### config.mk
export PLATFORM = sky130hd
export DESIGN_NAME = alu_writeback_stage
export DESIGN_NICKNAME = d
export VERILOG_FILES = /design/src/rtl/alu_writeback_stage.sv
export SDC_FILE = /design/constraint.sdc
export NUM_CORES = 1
export LEC_CHECK = 0
export BUFFER_PORTS_ARGS = -buffer_cell sky130_fd_sc_hd__buf_2
export CAP_MARGIN = 40
export CORE_MARGIN = 10
export CORE_UTILIZATION = 43
export CTS_BUF_LIST = sky130_fd_sc_hd__clkbuf_8
export DETAILED_ROUTE_END_ITERATION = 8
export GPL_ROUTABILITY_DRIVEN = 0
export PLACE_DENSITY = 0.77
export SYNTH_ARGS = -nofsm -noshare
export SYNTH_HDL_FRONTEND = slang
export SYNTH_SLANG_ARGS = --single-unit
### constraint.sdc
create_clock -name clk -period 4.2 [get_ports clk]
set_input_delay 1.05 -clock clk [delete_from_list [all_inputs] [get_ports clk]]
set_output_delay 1.05 -clock clk [all_outputs]
set_load 0.02 [all_outputs]
### src/rtl/alu_writeback_stage.sv
// ALU writeback stage: 2-entry skid buffer toward the register-file write port,
// architectural NZCV flag register and ARM condition evaluation.
// Optional macro ALU_WB_FLAG_FWD_EN: cond_pass sees the flags being written this cycle.
module alu_writeback_stage #(
  parameter int DATA_WIDTH = 32,
  parameter int REG_ADDR_W = 4
) (
  input  logic                  clk,
  input  logic                  rst,
  input  logic                  in_valid,
  output logic                  in_ready,
  input  logic [DATA_WIDTH-1:0] in_result,
  input  logic                  in_zero,
  input  logic                  in_carry,
  input  logic                  in_overflow,
  input  logic                  in_negative,
  input  logic                  in_set_flags,
  input  logic [REG_ADDR_W-1:0] in_rd,
  input  logic                  in_wr_en,
  input  logic                  flag_load,
  input  logic [3:0]            flag_load_data,
  output logic                  out_valid,
  input  logic                  out_ready,
  output logic [DATA_WIDTH-1:0] out_result,
  output logic [REG_ADDR_W-1:0] out_rd,
  output logic                  out_wr_en,
  output logic [3:0]            nzcv,
  input  logic [3:0]            cond_code,
  output logic                  cond_pass
);

  typedef struct packed {
    logic [DATA_WIDTH-1:0] result;
    logic [REG_ADDR_W-1:0] rd;
    logic                  wr_en;
  } wb_entry_t;

  // Encoded as {head_valid, skid_valid}
  typedef enum logic [1:0] {
    EMPTY = 2'b00,
    HEAD  = 2'b10,
    FULL  = 2'b11
  } state_t;

  state_t    state;
  wb_entry_t head, skid, new_entry;
  logic      accept;
  logic [3:0] new_flags, eval_flags;

  assign new_entry  = '{result: in_result, rd: in_rd, wr_en: in_wr_en};
  assign new_flags  = {in_negative, in_zero, in_carry, in_overflow};
  assign in_ready   = (state != FULL);
  assign accept     = in_valid & in_ready;
  assign out_valid  = (state != EMPTY);
  assign out_result = head.result;
  assign out_rd     = head.rd;
  assign out_wr_en  = head.wr_en;

  always_ff @(posedge clk) begin
    if (rst) begin
      state <= EMPTY;
      head  <= '0;
      skid  <= '0;
      nzcv  <= 4'b0000;
    end else begin
      case (state)
        EMPTY: if (accept) begin
          head  <= new_entry;
          state <= HEAD;
        end
        HEAD: begin
          if (accept) begin
            if (out_ready) head <= new_entry;
            else begin
              skid  <= new_entry;
              state <= FULL;
            end
          end else if (out_ready) begin
            state <= EMPTY;
          end
        end
        FULL: if (out_ready) begin
          head  <= skid;
          state <= HEAD;
        end
        default: state <= EMPTY;
      endcase

      // Flags commit at acceptance, independent of the output stall
      if (flag_load)                  nzcv <= flag_load_data;
      else if (accept && in_set_flags) nzcv <= new_flags;
    end
  end

`ifdef ALU_WB_FLAG_FWD_EN
  always_comb begin
    eval_flags = nzcv;
    if (!rst) begin
      if (flag_load)                   eval_flags = flag_load_data;
      else if (accept && in_set_flags) eval_flags = new_flags;
    end
  end
`else
  assign eval_flags = nzcv;
`endif

  function automatic logic cond_eval(input logic [3:0] cc, input logic [3:0] f);
    logic n, z, c, v;
    {n, z, c, v} = f;
    case (cc)
      4'h0:    return z;
      4'h1:    return !z;
      4'h2:    return c;
      4'h3:    return !c;
      4'h4:    return n;
      4'h5:    return !n;
      4'h6:    return v;
      4'h7:    return !v;
      4'h8:    return c & !z;
      4'h9:    return !c | z;
      4'hA:    return n == v;
      4'hB:    return n != v;
      4'hC:    return !z & (n == v);
      4'hD:    return z | (n != v);
      4'hE:    return 1'b1;
      default: return 1'b0;
    endcase
  endfunction

  assign cond_pass = cond_eval(cond_code, eval_flags);

endmodule

# Yosys cells after proc, flatten, opt, wreduce, memory -nomap -nowiden
# Cells that the tools add are included.
dict set report op_classes {
  eq_ne 25
  n_mux 14
  bitwise 6
  reduce_logical 13
}
# cell count
set ops {}
lappend ops {{37-bit 2-to-1 mux} 4}
lappend ops {{37-bit one-hot mux with 3 select lines} 1}
lappend ops {{4-bit == test (second input constant)} 7}
lappend ops {{4-bit by 3-bit == test with 1-bit output (second input constant)} 4}
lappend ops {{1-bit one-hot mux with 15 select lines} 1}
lappend ops {{2-bit 2-to-1 mux} 5}
lappend ops {{2-bit inequality test (second input constant)} 5}
lappend ops {{4-bit by 2-bit == test with 1-bit output (second input constant)} 2}
lappend ops {{4-bit 2-to-1 mux} 2}
lappend ops {{3-bit inequality test (second input constant)} 2}
lappend ops {{2-bit one-hot mux with 3 select lines} 1}
lappend ops {{5-bit AND reduction} 1}
lappend ops {{2-bit == test (second input constant)} 2}
lappend ops {{4-bit by 1-bit == test with 1-bit output (second input constant)} 1}
lappend ops {{1-bit zero test} 4}
lappend ops {{4-bit zero test} 1}
lappend ops {{4-bit AND reduction} 1}
lappend ops {{2-bit nonzero test} 2}
lappend ops {{1-bit bitwise AND} 3}
lappend ops {{3-bit AND reduction} 1}
lappend ops {{3-bit nonzero test} 1}
lappend ops {{2-bit zero test} 1}
lappend ops {{1-bit bitwise OR} 2}
lappend ops {{1-bit == test} 1}
lappend ops {{3 further kinds} 3}
dict set report totals {
  regBits 80
  input_bits 55
  output_inout_bits 44
  wordCells 66
}

# Logic depth before layout (Yosys ltp)
dict set report depth {
  depth_word 5
  depth_mapped 8
  ltp_nobuf 6
}

# Least setup slack after synthesis
# OpenSTA, ideal clock, no wires.
dict set report synth_path {
  kind {in2out}
  from {input port cond_code[2]}
  to {output port cond_pass}
  t_arrival_ps 2077
  path_slack_ps 1073
  stages 5
  path_buffers 1
  path_cell_list {clkbuf_1 -> nor4bb_1 -> o31ai_1 -> a31oi_1 -> a311o_1}
}
dict set report synth_between {
  elab_chain_len 2
}
# item line_no
set synth_rtl {}
lappend synth_rtl {{from (decl)} 28} ;# input logic [3:0] cond_code,
lappend synth_rtl {{4-bit == test (tied with other cells)} 110} ;# case (cc)
lappend synth_rtl {{1-bit one-hot mux with 15 select lines (*)} 110}
lappend synth_rtl {{to (decl)} 29} ;# output logic cond_pass
# Every way passes the cells marked *; elsewhere a longest branch is shown, timed or not.

# Final worst setup path
dict set report layout_path {
  from {input port cond_code[0]}
  to {output port cond_pass}
}
# Same word-level chain as after synthesis.

==> results.json <==
{
  "dieArea_um2": 12700,
  "cts.clk_slew.worst_paths_ps": 80,
  "critPathTopFamily": "compound AO/OA/AOI/OAI gates",
  "cp_num_buf_inv": 2,
  "yosys_warnings": 0,
  "intPower_w": 0.00140,
  "p_leak_nw": 1.69,
  "finalHoldViolations": 0,
  "cp.depth": 6,
  "path_cells": "buf_2 -> nor4bb_1 -> o31ai_1 -> a31oi_1 -> a311o_1 -> buf_2",
  "routed_wl_um": 9760,
  "synth_area_per_cell_um2": 9.08,
  "pre_cts_ws_ps": 878,
  "port_buffers": 98,
  "vias_per_cell": 5.43,
  "slew_violations": 0,
  "dr.pass1.iters": 4,
  "finalNonFillerCells": 594,
  "synthCells": 406,
  "power_frac_seq_pct": 43.0,
  "path_max_fanout": 11,
  "die_h_um": 113,
  "numCtsBuffers": 9,
  "grt_usage_pct": 15.0,
  "max_stage_delay_ps": 330,
  "startpoint_type": "input port",
  "rows": 33,
  "die_x_um": 113,
  "r2r_slack_ps": 1510,
  "synth_area_leaders": "dfxtp_1, a211oi_1, mux2i_1",
  "async_reset_ff_share_pct": 0,
  "hp-class": "reg2reg",
  "grt_setup_unrepaired": "false",
  "drive_gt1_share_pct": 27.6,
  "n_antenna_cell": 0,
  "setup-tns-final_ps": 0,
  "postCtsSetupRepairBufs": 0,
  "p_sw_w": 0.000757,
  "cts_root_buffer": "clkbuf_8",
  "postCtsHoldBufs": 0,
  "synth_fp_nets": 465,
  "postRouteAntennaNets": 0,
  "period_needed_ps": 3330,
  "status": "complete, no violations",
  "hold_depth": 2,
  "io_pins": 99,
  "remaining_drc_errors": 0,
  "cp-end-kind": "primary output",
  "antenna_found_initial": 2,
  "setup_violations": 0,
  "slowest_stage": "a311o_1",
  "nNetsFinal": 543,
  "fin_crit_sh_pct": 79.2,
  "cts_max_level": 3,
  "netlist.area_leader.share_pct": 43.5,
  "regArea_um2": 1600,
  "required_ps": 3150,
  "postPlaceCellArea_um2": 4210,
  "worst_pin_slew_ps": 673,
  "timing.hold.ws_ps": 457,
  "synth.distinct_cells": 37,
  "peakVddDrop_v": 0.000211,
  "area_growth_pct": 19.6,
  "synth_area_um2": 3680,
  "place_inst": 578,
  "path_class": "in2out",
  "start_util_pct": 44.6,
  "clock_latency_ps": 350,
  "cts_tree": "built",
  "ys_ff_latch": 80,
  "wl_per_cell_um": 16.4,
  "first_global_vias": 3221,
  "cts_buffer_depth": 2,
  "maxCapViolations": 0,
  "multi_input_area_um2": 1880,
  "powerDensity_nw_per_um2": 489,
  "power_frac_clock_pct": 26.4,
  "switching_share_pct": 35.1,
  "clkSinkCount": 80,
  "fill_cells": 773,
  "yosysSeqAreaShare_pct": 43.5,
  "place_hpwl_um": 6680,
  "max_freq_mhz": 301,
  "yosys.area.top_type": "dfxtp_1",
  "ys.flop_type": "dfxtp_1",
  "grt_pass1_wl_um": 15900,
  "fp.coreArea_um2": 8260,
  "cts.repair.resized": 0,
  "worst_slack_ps": 874,
  "synth-edff-count": 0,
  "final_area_um2": 4410,
  "clock_skew_ps": 6.49,
  "ff2ff_path_depth": 7,
  "slew-limit-headroom_pct": 55.1,
  "grt_max_degree": 54,
  "cpMostUsedCell": "buf_2",
  "via_count": 3226,
  "cp.arrival_ps": 2280,
  "drtIter0Drc": 171,
  "power_frac_comb_pct": 30.6,
  "grt_overflow": 0
}
## power groups by stage
stage / combinational, W / sequential [W] / clock (W)
final: 0.000661 / 0.000927 / 0.000568
after global routing: 0.000719 / 0.000941 / 0.000610
after CTS: 0.000665 / 0.000927 / 0.000580
after detailed placement: 0.000665 / 0.000944 / 0
after global placement: 0.000637 / 0.000941 / 0
after floorplan: 0.000348 / 0.00104 / 0
## cells in the final DEF (no fill, tap or decap), types with 2 or more instances in the layout
cell type | synthesis | final
dfxtp_1 | 80 | 80
a211oi_1 | 72 | 72
clkinv_2 | 0 | 2
mux2i_1 | 41 | 41
mux2_2 | 4 | 4
inv_1 | 5 | 6
nand2_1 | 75 | 75
o21ai_0 | 2 | 2
nand2b_1 | 2 | 2
xnor2_1 | 4 | 4
a211oi_2 | 2 | 2
clkbuf_8 | 0 | 10
buf_2 | 21 | 98
buf_4 | 7 | 7
nor2_2 | 2 | 2
nor2b_1 | 5 | 5
nor3b_1 | 2 | 2
a21oi_1 | 43 | 43
ha_1 | 4 | 3
nor2_1 | 5 | 4
a31oi_1 | 2 | 2
o31ai_1 | 3 | 3
## final timing paths
kind | from | endpoint
hold reg to reg | skid[27] | skid[27]
setup / recovery | cond_code[0] | cond_pass
setup reg to reg | state[0] | skid[31]
hold / removal | skid[27] | skid[27]
## layer usage
metal / GRT usage (%) / share of wire, % / up-vias
met4: 6.18 / 1.7 / 2
met5: 0 / 0.11 / -
met3: 5.38 / 6.8 / 17
met1: 17.9 / 45 / 1496
li1: - / - / 1617
met2: 23.7 / 46 / 94
## sequential cells by signal, indices dropped and copies added, names as in the netlist
name	count
state	2
nzcv	4
out_rd	4
skid	37
out_result	32
out_wr_en	1
## cell type report
class / instances / share of cell area (%)
multi-input cells: 281 / 42.7
repair buffers: 106 / 12.9
inverters: 6 / 0.511
clock buffers: 10 / 3.12
well taps: 105 / 2.98
clock inverters: 6 / 1.36
flip-flops and latches: 80 / 36.3
## worst register-to-register path, stage by stage (launching register included)
cell      delay [ps]
dfxtp_1          390
ha_2             230
buf_4            550
nand3b_4         310
nand2b_1         510
buf_4            390
nand2_1           90
a21oi_1          140
## Yosys cell counts, drive strengths merged (5+ instances only)
master  instances
a211oi         74
a21oi          43
buf            29
clkbuf         10
dfxtp          80
inv             6
mux2i          41
nand2          75
nor2            7
nor2b           5
## kinds of logic (layout without fill, tap and decap cells)
group	count (synthesis)	after routing	share of synthesized area, %
xor gates and xnor gates	5	5	1.19
and+or+nand+nor	97	97	11.7
muxes	45	45	12.4
DFF	80	80	43.5
buffers and inverters	45	128	6.04
adders and majority gates	4	4	1.36
AOI/OAI and AO/OA	130	130	23.9
## through the flow
stage	utilization [%]	total power, W
6_report	53.4	0.00216
5_1_grt	53.4	0.00227
4_1_cts	53.4	0.00217
3_5_place_dp	51.0	0.00161
3_3_place_gp	50.7	0.00158
2_1_floorplan	-	0.00139
(Power assumes the default switching activity.)
